**config.mk**
```make
export PLATFORM = sky130hd
export DESIGN_NAME = regfile_write_buffer_flat
export DESIGN_NICKNAME = d
export VERILOG_FILES = /design/src/rtl/regfile_write_buffer_pkg.sv /design/src/rtl/regfile_write_buffer_if.sv /design/src/rtl/regfile_write_buffer_wb_fwd_match.sv /design/src/rtl/regfile_write_buffer.sv /design/src/flat_wrapper.sv
export SDC_FILE = /design/constraint.sdc
export NUM_CORES = 1
export LEC_CHECK = 0
export CAP_MARGIN = 5
export CORE_AREA = 2 2 134 136
export DETAILED_ROUTE_END_ITERATION = 7
export DIE_AREA = 0 0 136 138
export PLACE_DENSITY_LB_ADDON = 0.25
export SLEW_MARGIN = 20
export SYNTH_ARGS = -nofsm -noshare
export SYNTH_HDL_FRONTEND = slang
export SYNTH_SLANG_ARGS = --single-unit
```
**constraint.sdc**
```tcl
create_clock -name i_clk -period 5.2 [get_ports i_clk]
set_input_delay 1.04 -clock i_clk [delete_from_list [all_inputs] [get_ports i_clk]]
set_output_delay 1.04 -clock i_clk [all_outputs]
set_load 0.005 [all_outputs]
```
**src/rtl/regfile_write_buffer_pkg.sv**
```systemverilog
// Shared definitions for the register-file writeback staging buffer.
//   DEPTH    : FIFO entries (power of two, >= 2)
//   DATA_W   : writeback data width
//   ADDR_W   : register index width
//   NUM_REGS : registers in the file (2**ADDR_W)
//   PTR_W    : FIFO index width; pointers carry one extra wrap bit (CNT_W)
//   wb_entry_t : one queued writeback {addr, data}
//   onehot_dec : register index -> per-register write select
package regfile_write_buffer_pkg;

  localparam int unsigned DEPTH    = 4;
  localparam int unsigned DATA_W   = 32;
  localparam int unsigned ADDR_W   = 5;
  localparam int unsigned NUM_REGS = 2 ** ADDR_W;
  localparam int unsigned PTR_W    = $clog2(DEPTH);
  localparam int unsigned CNT_W    = PTR_W + 1;

  typedef struct packed {
    logic [ADDR_W-1:0] addr;
    logic [DATA_W-1:0] data;
  } wb_entry_t;

  function automatic logic [NUM_REGS-1:0] onehot_dec(input logic [ADDR_W-1:0] a);
    logic [NUM_REGS-1:0] sel;
    sel    = '0;
    sel[a] = 1'b1;
    return sel;
  endfunction

endpackage

```
**src/rtl/regfile_write_buffer_if.sv**
```systemverilog
// Bus bundle between a writeback producer / register file and the buffer.
//   in_valid/in_ready/in_addr/in_data : writeback request handshake
//   hold                              : register file busy, suppress drain
//   wr_data/wr_onehot/wr_general      : register file write port drive
//   rd_addr/fwd_hit/fwd_data          : read-port forwarding lookup
//   count                             : occupied entries
// master = environment side, slave = buffer side.
interface regfile_write_buffer_if;
  import regfile_write_buffer_pkg::*;

  logic                in_valid;
  logic                in_ready;
  logic [ADDR_W-1:0]   in_addr;
  logic [DATA_W-1:0]   in_data;
  logic                hold;
  logic [DATA_W-1:0]   wr_data;
  logic [NUM_REGS-1:0] wr_onehot;
  logic                wr_general;
  logic [ADDR_W-1:0]   rd_addr;
  logic                fwd_hit;
  logic [DATA_W-1:0]   fwd_data;
  logic [CNT_W-1:0]    count;

  modport master (
    output in_valid, in_addr, in_data, hold, rd_addr,
    input  in_ready, wr_data, wr_onehot, wr_general, fwd_hit, fwd_data, count
  );

  modport slave (
    input  in_valid, in_addr, in_data, hold, rd_addr,
    output in_ready, wr_data, wr_onehot, wr_general, fwd_hit, fwd_data, count
  );

endinterface

```
**src/rtl/regfile_write_buffer_wb_fwd_match.sv**
```systemverilog
// wb_fwd_match: combinational youngest-match search over queued entries.
//   i_entries : FIFO storage
//   i_head    : FIFO index of the oldest entry
//   i_count   : number of valid entries starting at i_head
//   i_rd_addr : register index being read
//   o_hit     : some valid entry targets i_rd_addr
//   o_data    : data of the youngest such entry, 0 when no hit
module regfile_write_buffer_wb_fwd_match
  import regfile_write_buffer_pkg::*;
(
  input  wb_entry_t         i_entries [DEPTH],
  input  logic [PTR_W-1:0]  i_head,
  input  logic [CNT_W-1:0]  i_count,
  input  logic [ADDR_W-1:0] i_rd_addr,
  output logic              o_hit,
  output logic [DATA_W-1:0] o_data
);

  // Walk oldest to youngest; a later match overrides, so the youngest wins.
  always_comb begin
    o_hit  = 1'b0;
    o_data = '0;
    for (int unsigned k = 0; k < DEPTH; k++) begin
      if ((CNT_W'(k) < i_count) &&
          (i_entries[PTR_W'(i_head + PTR_W'(k))].addr == i_rd_addr)) begin
        o_hit  = 1'b1;
        o_data = i_entries[PTR_W'(i_head + PTR_W'(k))].data;
      end
    end
  end

endmodule

```
**src/rtl/regfile_write_buffer.sv**
```systemverilog
// Writeback staging buffer in front of the register file storage.
// Queues writeback requests in an in-order FIFO, drains at most one per cycle
// onto a shared data bus with a one-hot register select and global enable,
// and forwards still-queued data to a read port.
//   i_clk   : rising-edge clock
//   i_reset : synchronous active-low reset
//   bus     : request / drain / forwarding signals (slave side)
module regfile_write_buffer
  import regfile_write_buffer_pkg::*;
(
  input logic                   i_clk,
  input logic                   i_reset,
  regfile_write_buffer_if.slave bus
);

  logic [CNT_W-1:0]  r_head;
  logic [CNT_W-1:0]  r_tail;
  wb_entry_t         r_mem [DEPTH];

  logic [CNT_W-1:0]  w_count;
  logic              w_push;
  logic              w_pop;
  logic              w_ready;
  wb_entry_t         w_head_entry;
  logic              w_hit;
  logic [DATA_W-1:0] w_fwd_data;

  // Extra wrap bit makes tail - head the exact occupancy, full included.
  assign w_count      = r_tail - r_head;
  assign w_ready      = i_reset && (w_count != CNT_W'(DEPTH));
  // Register 0 requests complete the handshake but are dropped here.
  assign w_push       = bus.in_valid && w_ready && (bus.in_addr != '0);
  assign w_pop        = i_reset && (w_count != '0) && !bus.hold;
  assign w_head_entry = r_mem[r_head[PTR_W-1:0]];

  always_ff @(posedge i_clk) begin
    if (!i_reset) begin
      r_head <= '0;
      r_tail <= '0;
    end else begin
      if (w_push) r_tail <= r_tail + CNT_W'(1);
      if (w_pop)  r_head <= r_head + CNT_W'(1);
    end
  end

  // Storage carries no reset; validity comes from the pointers.
  always_ff @(posedge i_clk) begin
    if (w_push) begin
      r_mem[r_tail[PTR_W-1:0]] <= '{addr: bus.in_addr, data: bus.in_data};
    end
  end

  regfile_write_buffer_wb_fwd_match u_fwd_match (
    .i_entries (r_mem),
    .i_head    (r_head[PTR_W-1:0]),
    .i_count   (w_count),
    .i_rd_addr (bus.rd_addr),
    .o_hit     (w_hit),
    .o_data    (w_fwd_data)
  );

  always_comb begin
    bus.in_ready   = w_ready;
    bus.count      = w_count;
    bus.wr_general = 1'b0;
    bus.wr_onehot  = '0;
    bus.wr_data    = '0;
    bus.fwd_hit    = 1'b0;
    bus.fwd_data   = '0;
    if (w_pop) begin
      bus.wr_general = 1'b1;
      bus.wr_onehot  = onehot_dec(w_head_entry.addr);
      bus.wr_data    = w_head_entry.data;
    end
    // The head entry still counts as queued in the cycle it drains.
    if (i_reset && (bus.rd_addr != '0) && w_hit) begin
      bus.fwd_hit  = 1'b1;
      bus.fwd_data = w_fwd_data;
    end
  end

  a_count_bound: assert property (@(posedge i_clk) disable iff (!i_reset)
    w_count <= CNT_W'(DEPTH));
  a_onehot: assert property (@(posedge i_clk) disable iff (!i_reset)
    $onehot0(bus.wr_onehot));

endmodule

```
**src/flat_wrapper.sv**
```systemverilog
// flat-port wrapper written by rule: the top's interface ports become plain ports
module regfile_write_buffer_flat import regfile_write_buffer_pkg::*;
  (i_clk, i_reset, bus_in_valid, bus_in_addr, bus_in_data, bus_hold, bus_rd_addr, bus_in_ready, bus_wr_data, bus_wr_onehot, bus_wr_general, bus_fwd_hit, bus_fwd_data, bus_count);
  regfile_write_buffer_if bus_i ();
  input logic i_clk;
  input logic i_reset;
  input wire logic [$bits(bus_i.in_valid)-1:0] bus_in_valid;
  input wire logic [$bits(bus_i.in_addr)-1:0] bus_in_addr;
  input wire logic [$bits(bus_i.in_data)-1:0] bus_in_data;
  input wire logic [$bits(bus_i.hold)-1:0] bus_hold;
  input wire logic [$bits(bus_i.rd_addr)-1:0] bus_rd_addr;
  output wire logic [$bits(bus_i.in_ready)-1:0] bus_in_ready;
  output wire logic [$bits(bus_i.wr_data)-1:0] bus_wr_data;
  output wire logic [$bits(bus_i.wr_onehot)-1:0] bus_wr_onehot;
  output wire logic [$bits(bus_i.wr_general)-1:0] bus_wr_general;
  output wire logic [$bits(bus_i.fwd_hit)-1:0] bus_fwd_hit;
  output wire logic [$bits(bus_i.fwd_data)-1:0] bus_fwd_data;
  output wire logic [$bits(bus_i.count)-1:0] bus_count;
  assign bus_i.in_valid = bus_in_valid;
  assign bus_i.in_addr = bus_in_addr;
  assign bus_i.in_data = bus_in_data;
  assign bus_i.hold = bus_hold;
  assign bus_i.rd_addr = bus_rd_addr;
  assign bus_in_ready = bus_i.in_ready;
  assign bus_wr_data = bus_i.wr_data;
  assign bus_wr_onehot = bus_i.wr_onehot;
  assign bus_wr_general = bus_i.wr_general;
  assign bus_fwd_hit = bus_i.fwd_hit;
  assign bus_fwd_data = bus_i.fwd_data;
  assign bus_count = bus_i.count;
  regfile_write_buffer u_core (.i_clk(i_clk), .i_reset(i_reset), .bus(bus_i));
endmodule
```
==> After elaboration in Yosys (flattened, before gate mapping) <==
Cells that the tools add are included.
{ "word_totals": {"regBits": 154, "latch_bits": 0, "ram_bits": 0, "romBits": 0, "input_bits": 46, "output_inout_bits": 102, "elab_cells": 85, "n_memories": 0} }
{ "classes": {"add_sub_neg": 6, "mul": 0, "n_div": 0, "order_cmp": 12, "eq_ne": 5, "shift": 0, "mux": 30, "bitwise_logic": 5, "reduce_logical": 17} }
{ "ops": {"columns": ["cell", "n"], "rows": [
  ["two-way mux 37 bit", 9],
  ["binary-select mux 37 bit (select 2 bit)", 4],
  ["two-way mux 32 bit", 7],
  ["bitwise mux 148 bit", 1],
  ["demux 37 bit (select 2 bit)", 1],
  ["== test 5 bit", 4],
  ["greater-or-equal comparator 3 bit, second input constant", 5],
  ["NOT 2 -> 3 bit", 5],
  ["logical AND 1 bit", 13],
  ["nonzero test 5 bit", 2],
  ["two-way mux 1 bit", 7],
  ["adder 3 x 1 -> 3 bit, second input constant", 2],
  ["< comparator 1 x 3 -> 1 bit, first input constant", 2],
  ["< comparator 2 x 3 -> 1 bit, first input constant", 2],
  ["< comparator 5 x 6 -> 1 bit, second input constant", 1],
  ["demux 1 bit (select 5 bit)", 1],
  ["greater-or-equal comparator 5 x 1 -> 1 bit, second input constant", 1],
  ["adder 2 bit, second input constant", 2],
  ["< comparator 3 x 1 -> 1 bit, second input constant", 1],
  ["inequality test 3 bit, second input constant", 1],
  ["nonzero test 3 bit", 1],
  ["subtractor 3 bit", 1],
  ["adder 2 x 1 -> 2 bit, second input constant", 1],
  ["logical NOT 1 bit", 1]
]} }

==> Longest topological paths before layout <==
Gate-level depths: netlist of the first run.
{ "depth": {"depth_word": 12, "ltp_mapped": 11, "ltp_nobuf": 9} }

==> Hierarchy <==
Synthesis of the first run repeated with hierarchy kept, for this count alone.
{ "unflattened": {"cells_unflattened": 1027, "area_unflattened_um2": 11511.0} }
{ "modules_own_cells": {"columns": ["module", "instances", "cells_per_inst", "area_each_um2", "seq_area_each_um2"], "rows": [
  ["regfile_write_buffer", 1, 362, 6438.7, 4564.4],
  ["regfile_write_buffer_wb_fwd_match", 1, 665, 5072.4, 0.0]
]} }

==> Worst setup path after synthesis of the first run <==
No wires, ideal clock.
{ "synth_path": {"kind": "flip-flop to output port", "from": "reg u_core.r_head[1]", "to": "out bus_fwd_data[10]", "arrival_ns": 2.610, "required_ns": 4.160, "setup_slack_ns": 1.550, "stages_incl_launch_ff": 10, "n_path_buf": 2, "cell_sequence": "dfxtp_1 ha_1 buf_2 mux4_2 xnor2_1 nand4_1 nor2_1 buf_2 a31oi_1 a311oi_1"} }
{ "synth_via": {"elab_chain_len": 12, "word_cells_on_any_way": 42, "classes_between": "add/sub: 4; order compare: 4; eq/ne: 4; mux: 21; bitwise: 4; reduce/logical: 5"} }
{ "synth_lines": {"columns": ["item", "line_no", "source"], "rows": [
  ["from (decl)", "regfile_write_buffer.sv:16", "logic [CNT_W-1:0] r_head;"],
  ["from (signal assigned)", "regfile_write_buffer.sv:42", "if (w_pop) r_head <= r_head + CNT_W'(1);"],
  ["adder 2 x 1 -> 2 bit or NOT 2 -> 3 bit (tied branches)", "regfile_write_buffer_wb_fwd_match.sv:25, regfile_write_buffer_wb_fwd_match.sv:27", null],
  ["NOT 2 -> 3 bit (implied by the code) or binary-select mux 37 bit (select 2 bit) (tied branches)", "regfile_write_buffer_wb_fwd_match.sv:25, regfile_write_buffer_wb_fwd_match.sv:27", null],
  ["binary-select mux 37 bit (select 2 bit) or two-way mux 37 bit (tied branches)", "regfile_write_buffer_wb_fwd_match.sv:25, regfile_write_buffer_wb_fwd_match.sv:27", null],
  ["two-way mux 37 bit (on tied branches)", "regfile_write_buffer_wb_fwd_match.sv:27, regfile_write_buffer_wb_fwd_match.sv:25", null],
  ["two-way mux 37 bit (implied by the code) or == test 5 bit (tied branches)", "regfile_write_buffer_wb_fwd_match.sv:27, regfile_write_buffer_wb_fwd_match.sv:25", null],
  ["== test 5 bit or logical AND 1 bit (tied branches)", "regfile_write_buffer_wb_fwd_match.sv:25, regfile_write_buffer_wb_fwd_match.sv:24", null],
  ["logical AND 1 bit or two-way mux 1 bit (tied branches)", "regfile_write_buffer_wb_fwd_match.sv:24", "if ((CNT_W'(k) < i_count) &&"],
  ["two-way mux 1 bit (3 in a row)", "regfile_write_buffer_wb_fwd_match.sv:24", null],
  ["logical AND 1 bit", "regfile_write_buffer.sv:76", "if (i_reset && (bus.rd_addr != '0) && w_hit) begin"],
  ["two-way mux 32 bit (*)", "regfile_write_buffer.sv:76", null],
  ["to (decl)", "flat_wrapper.sv:17", "output wire logic [$bits(bus_i.fwd_data)-1:0] bus_fwd_data;"]
]} }
Mark *: on every way between the ends. The rest lies on a longest branch, timed or not. The select of a mux whose other input is x is not followed.

==> Worst setup path in the final report of the first run <==
{ "layout_path": {"from": "reg u_core.r_tail[0]", "to": "out bus_fwd_data[4]"} }
{ "layout_via": {"elab_chain_len": 9, "word_cells_on_any_way": 19, "classes_between": "add/sub: 1; order compare: 4; mux: 9; reduce/logical: 5"} }
{ "layout_lines": {"columns": ["item", "line_no", "source"], "rows": [
  ["from (decl)", "regfile_write_buffer.sv:17", "logic [CNT_W-1:0] r_tail;"],
  ["from (signal assigned)", "regfile_write_buffer.sv:41", "if (w_push) r_tail <= r_tail + CNT_W'(1);"],
  ["subtractor 3 bit (*)", "regfile_write_buffer.sv:29", "assign w_count = r_tail - r_head;"],
  ["< comparator 1 x 3 -> 1 bit", "regfile_write_buffer_wb_fwd_match.sv:24", null],
  ["logical AND 1 bit", "regfile_write_buffer_wb_fwd_match.sv:24", null],
  ["two-way mux 1 bit (4 in a row)", "regfile_write_buffer_wb_fwd_match.sv:24", null],
  ["logical AND 1 bit", "regfile_write_buffer.sv:76", null],
  ["two-way mux 32 bit (*)", "regfile_write_buffer.sv:76", null]
]} }
Mark *: on every way between the ends. The rest lies on a longest branch, timed or not.

==> impl_metrics.csv, run 1 <==
group,metric,value,unit
die,rows,49,
finish,drive_gt1_frac,0.277,
setup_path,crit_required,4.16,ns
finish,area_growth_syn_to_layout,23.9,%
route,via_count,7616,
synthesis,synthFlopType,"edfxtp_1",
hold_path,whs_path_depth,2,
timing,tightest_slew,0.928,ns
hold_path,min_path_type,"flip-flop to flip-flop",
synthesis,ys_seq_area_frac,0.445,
hold_path,worstHoldEndpoint,"u_core.r_head[2]$_SDFFE_PN0P_",
placement,post-dp-hpwl,17700,um
timing,setup_viol,0,
route,ant_nets,0,
setup_path,cpPeakStageDelay,0.59,ns
finish,final_cell_mix,"mux4_2 (148), edfxtp_1 (148), clkdlybuf4s50_1 (147)",
clock_network,clk_pin_slew,0.06,ns
setup_path,timing.critical_path.buf_inv,4,
clock_network,cts_made_buffers,17,
die,io_pins,148,
synthesis,ys_warn_count,0,
finish,fin_util,0.724,
setup_path,r2r_start,"u_core.r_tail[0]$_SDFFE_PN0P_",
power,powerDensity,409,nW/um^2
route,drc,0,
clock_network,cts.sinks,154,
setup_path,reg2reg_to,"u_core.r_mem[127]$_DFFE_PP_",
setup_path,crit_top_cell,"inv_1",
die,dieArea,18800,sq um
setup_path,worst-setup-path-type,"flip-flop to output port",
hold_path,worstHoldStart,"u_core.r_head[2]$_SDFFE_PN0P_",
die,die_w,136,um
synthesis,async_flop_share,0,
setup_path,critPathSlowestCell,"clkdlybuf4s50_1",
timing,rsz0062_at_grt,"no",
clock_network,cts_root_buffer,"clkbuf_16",
timing,drv_slew,0,
timing,tns,0,ns
route,first_iter_violations,690,
clock_network,htree_levels,4,
global_routing,grt_pass1_vias,7657,
global_routing,grt_max_degree,65,
setup_path,ff2ff_path_depth,8,
synthesis,netlist_area,10200,sq um
status,outcome,"finished clean",
timing,max_slew_margin,0.381,
synthesis,ys_seq_elements,154,
placement,numPortBuffers,147,
setup_path,crit_path_end_kind,"output port",
power,leakage,4.01,nW
finish,nets,886,
clock_network,tritoncts,"done",
route,vias_per_cell,7.08,
die,initial_core_util,0.584,
synthesis,synth_edf_count,148,
global_routing,grt_use_total,0.299,
route,finalWirelength,27500,um
setup_path,cp_cell_sequence,"inv_1, ha_1, fa_1, xnor3_1, inv_1, o21ai_1, o22a_2, buf_4, nand3_1, a311oi_1, clkdlybuf4s50_1",
setup_path,cp_data_arrival_time,4.02,ns
timing,hold_viol,0,
finish,nFillCells,1111,
die,core,17500,sq um
global_routing,overflow,0,
setup_path,crit_fanout,10,
timing,fin_crit_sh,0.973,
synthesis,syn_inst,701,
route,drt-pass1-iter-count,6,
finish,multi_input_area,5370,sq um
clock_network,cts_hold_buf,0,
global_routing,antenna_found_initial,0,
timing,skew,0.00745,ns
timing,layout_min_cycle_time,5.06,ns
route,wl_per_cell,25.6,um
finish,n_antenna_cell,0,
placement,gp_congestion,0.869,
power,fin_total_pwr,0.00520,W
setup_path,r2r_slack,1.85,ns
run,drv_cap,0,
global_routing,grt_pass1_wl,42300,um
power,peakVddDrop,307,uV
synthesis,synth.avg_cell_area,14.6,sq um
timing,fmax,198,MHz
setup_path,setup.worst_path.start_class,"flip-flop",
clock_network,clk_latency,0.42,ns
synthesis,yosysUniqueCellTypes,38,
die,die_h,138,um
setup_path,critical-path-top-delay-family,"compound AO/OA/AOI/OAI gates",
finish,regArea,4570,sq um
synthesis,syn_nets,754,
clock_network,clockBufferDepth,2,
## report_power, final
group          switching, W  internal, W  leakage [nW]  total [W]
sequential        0.0000720      0.00144          1.39    0.00151
combinational       0.00116      0.00125          2.32    0.00241
clock              0.000477     0.000798         0.294    0.00127
total               0.00171      0.00349          4.01    0.00520
## area by class of cell
cell class	count	area share
clock buffer	19	0.0341
clock inverter	13	0.0139
inverter	8	0.00237
multi-input combinational	464	0.423
sequential	154	0.360
tap	229	0.0226
timing repair buffer	188	0.144
## worst register-to-register path: cells and delay by family, from the launching register on
family / cells / cell delay [ns]
adders and majority gates: 2 / 0.67
AOI/OAI and AO/OA: 2 / 0.49
xor gates and xnor gates: 1 / 0.34
and+or+nand+nor: 1 / 0.73
buffers and inverters: 2 / 0.45
DFF: 1 / 0.37
## flip-flops by register name (all words and copies together) (netlist names)
register       flops
u_core.r_mem     148
u_core.r_tail      3
u_core.r_head      3
## repair_timing
action / CTS / global route
endpoints found under the setup margin: 28 / 20
buffers inserted: 3 / 1
pin swaps: 2 / 1
hold endpoints to repair: 0 / 0
gates resized for setup: 2 / 2
## through the flow
stage	worst slack, ns	cell area [sq um]	std cells	hold WS [ns]
after floorplan	1.55	10200	701	0.555
after global placement	0.338	12000	1039	0.577
after detailed placement	0.212	12000	1039	0.578
after CTS	0.000843	12700	1074	0.627
after global routing	0.00860	12700	1075	0.655
final	0.138	12700	1075	0.621
## cells in the mapped netlist, drive strengths merged, types with 2 or more instances
cell type    n  area share
dfxtp        6       0.012
a21oi        2     0.00098
and2        10      0.0061
o21ai        2     0.00098
xor2         3      0.0026
mux4       148        0.33
nor2        72       0.026
a311oi      32       0.027
nand3       35       0.017
a31oi       33       0.021
inv          8      0.0029
nand2       11      0.0040
mux2i        2      0.0020
and3        64       0.039
ha           6      0.0073
clkbuf      32       0.012
nand4        4      0.0024
nor2b        2      0.0012
buf         43       0.022
or3          4      0.0024
edfxtp     148        0.43
xnor2       21       0.018
o21a         2      0.0015
## layer usage
layer	GRT usage	share of wire
met5	0	0
met4	0.127	0.031
met3	0.0576	0.087
met2	0.516	0.53
met1	0.369	0.35
## how the worst max path moves through the flow
stage	startpoint	cells past startpoint	to	slack, ns
final	u_core.r_tail[0]$_SDFFE_PN0P_	11	bus_fwd_data[4]	0.14
after global routing	u_core.r_tail[0]$_SDFFE_PN0P_	11	bus_fwd_data[30]	0.009
after CTS	u_core.r_head[0]$_SDFFE_PN0P_	7	bus_fwd_data[1]	0.0008
after detailed placement	u_core.r_head[0]$_SDFFE_PN0P_	7	bus_fwd_data[1]	0.21
after global placement	bus_rd_addr[1]	9	bus_fwd_data[30]	0.34
after floorplan	u_core.r_head[1]$_SDFFE_PN0P_	9	bus_fwd_data[10]	1.55
## cell families (layout without fill, tap and decap cells)
logic type / after synthesis / after routing / share of synthesized area
AOI/OAI and AO/OA: 74 / 74 / 0.0549
xor gates and xnor gates: 25 / 25 / 0.0227
adders and majority gates: 7 / 7 / 0.00928
buffers and inverters: 83 / 228 / 0.0365
DFF: 154 / 154 / 0.445
muxes: 151 / 151 / 0.328
and+or+nand+nor: 207 / 207 / 0.103
No activity file was read; power rests on OpenSTA's default activity.
==> run 2: changes to the inputs <==
==> constraint.sdc (replaced) <==
create_clock -name i_clk -period 5.9 [get_ports i_clk]
set_input_delay 1.18 -clock i_clk [delete_from_list [all_inputs] [get_ports i_clk]]
set_output_delay 1.18 -clock i_clk [all_outputs]
set_load 0.005 [all_outputs]
==> impl_metrics.csv, run 2 (same netlist as run 1, synthesis figures left out) <==
group,metric,value,unit
status,outcome,"finished clean",
die,dieArea,18800,sq um
global_routing,antenna_found_initial,0,
hold_path,min_path_type,"flip-flop to flip-flop",
setup_path,setup.worst_path.start_class,"flip-flop",
timing,skew,0.00512,ns
die,die_w,136,um
placement,gp_congestion,0.834,
route,ant_nets,0,
finish,largest_reg_flops,148,
clock_network,clk_latency,0.42,ns
timing,hold_viol,0,
die,core,17500,sq um
setup_path,crit_fanout,25,
clock_network,cts.sinks,154,
timing,drv_slew,0,
clock_network,clk_pin_slew,0.06,ns
timing,layout_min_cycle_time,5.68,ns
placement,numPortBuffers,147,
route,drt-pass1-iter-count,5,
placement,place_area,11900,sq um
finish,fin_area,12500,sq um
finish,nFillCells,1135,
route,finalWirelength,26900,um
timing,tightest_slew,0.871,ns
setup_path,ff2ff_path_depth,8,
setup_path,reg2reg_to,"u_core.r_tail[2]$_SDFFE_PN0P_",
setup_path,crit_required,4.72,ns
timing,fin_crit_sh,0.962,
timing,fmax,176,MHz
die,initial_core_util,0.584,
timing,max_slew_margin,0.419,
power,powerDensity,367,nW/um^2
die,die_h,138,um
finish,area_growth_syn_to_layout,22.5,%
setup_path,r2r_slack,2.75,ns
timing,setup_viol,0,
placement,post-dp-hpwl,16400,um
power,p_clk_frac,0.256,
route,via_count,7684,
setup_path,crit_path_end_kind,"output port",
route,vias_per_cell,7.29,
clock_network,tritoncts,"done",
run,drv_cap,0,
setup_path,r2r_start,"u_core.r_head[0]$_SDFFE_PN0P_",
global_routing,grt_use_total,0.294,
finish,drive_gt1_frac,0.252,
clock_network,cts_hold_buf,0,
clock_network,cts_made_buffers,17,
timing,rsz0062_at_grt,"no",
clock_network,htree_levels,4,
power,swShare,0.320,
die,rows,49,
hold_path,worstHoldStart,"u_core.r_tail[2]$_SDFFE_PN0P_",
power,p_comb_frac,0.451,
clock_network,clockBufferDepth,2,
finish,final_cell_mix,"mux4_2 (148), edfxtp_1 (148), clkdlybuf4s50_1 (147)",
power,p_int,0.00313,W
power,leakage,3.92,nW
global_routing,grt_pass1_vias,7822,
clock_network,cts_root_buffer,"clkbuf_16",
route,drc,0,
route,wl_per_cell,25.5,um
global_routing,overflow,0,
setup_path,critPathLaunch,"u_core.r_head[0]$_SDFFE_PN0P_",
setup_path,cp_data_arrival_time,4.50,ns
setup_path,setup.worst_path.end,"bus_fwd_data[24]",
route,first_iter_violations,836,
clock_network,cts-resized-gates,0,
clock_network,postCtsSetupRepairBufs,0,
die,io_pins,148,
setup_path,worst-setup-path-type,"flip-flop to output port",
global_routing,grt_max_degree,130,
power,peakVddDrop,369,uV
global_routing,grt_pass1_wl,41900,um
power,seqPwrFrac,0.294,
finish,nets,866,
timing,tns,0,ns
power,p_switching,0.00147,W
run 2: cell types whose count changed in the layout (fill, tap and decap cells not counted), moves of 2 or more:
cell        before  now
and2_2           4    0
clkinvlp_4       2    0
clkinv_4         2    0
buf_6            3    1
bufinv_16        4    6
and2_4           0    4
buf_4           35   18
clkinv_2         4    2
clkinv_1         1    3
run 2: routing by layer:
layer	part of all wire	GRT usage
met5	0	0
met4	0.030	0.125
met3	0.094	0.0645
met2	0.53	0.497
met1	0.34	0.366
run 2: power groups by stage:
stage / clock network, W / logic [W] / registers, W
after detailed placement: 0 / 0.00206 / 0.00137
after global placement: 0 / 0.00200 / 0.00136
after global routing: 0.00123 / 0.00222 / 0.00136
after floorplan: 0 / 0.00158 / 0.00131
after CTS: 0.00118 / 0.00207 / 0.00135
final: 0.00118 / 0.00207 / 0.00135
run 2: critical path, stage by stage, from the launching register on:
cell and delay [ns]:
dfxtp_4 0.63, ha_4 0.46, mux4_2 0.58, xnor2_1 0.15, o21ai_1 0.18, o22a_1 0.67, buf_4 0.27, nand3_1 0.10
a311oi_1 0.43, clkdlybuf4s50_1 0.58
run 2: layout make-up:
type / instances / area, sq um / share of cell area
antenna: 1 / 2.50 / 0.000199
clock buffer: 19 / 433 / 0.0345
clock inverter: 11 / 201 / 0.0161
inverter: 8 / 30.0 / 0.00239
multi-input combinational: 464 / 5370 / 0.428
sequential: 154 / 4570 / 0.364
tap: 229 / 287 / 0.0228
timing repair buffer: 168 / 1660 / 0.132
run 2: worst min path at each step:
stage	slack (ns)	cells past startpoint	endpoint
floorplan	0.55	2	u_core.r_head[2]$_SDFFE_PN0P_
global placement	0.58	2	u_core.r_head[2]$_SDFFE_PN0P_
detailed placement	0.62	2	u_core.r_head[2]$_SDFFE_PN0P_
CTS	0.63	2	u_core.r_tail[2]$_SDFFE_PN0P_
global route	0.67	2	u_core.r_tail[2]$_SDFFE_PN0P_
finish	0.63	2	u_core.r_tail[2]$_SDFFE_PN0P_
run 2: per-stage QoR:
stage | setup WS [ns] | std cells | hold WS, ns | total power (W) | util
floorplan | 2.11 | 701 | 0.555 | 0.00289 | -
global placement | 0.721 | 1023 | 0.575 | 0.00336 | 0.679
detailed placement | 0.634 | 1023 | 0.625 | 0.00343 | 0.679
CTS | 0.265 | 1053 | 0.634 | 0.00461 | 0.715
global route | 0.0725 | 1053 | 0.669 | 0.00481 | 0.715
finish | 0.222 | 1054 | 0.634 | 0.00460 | 0.716
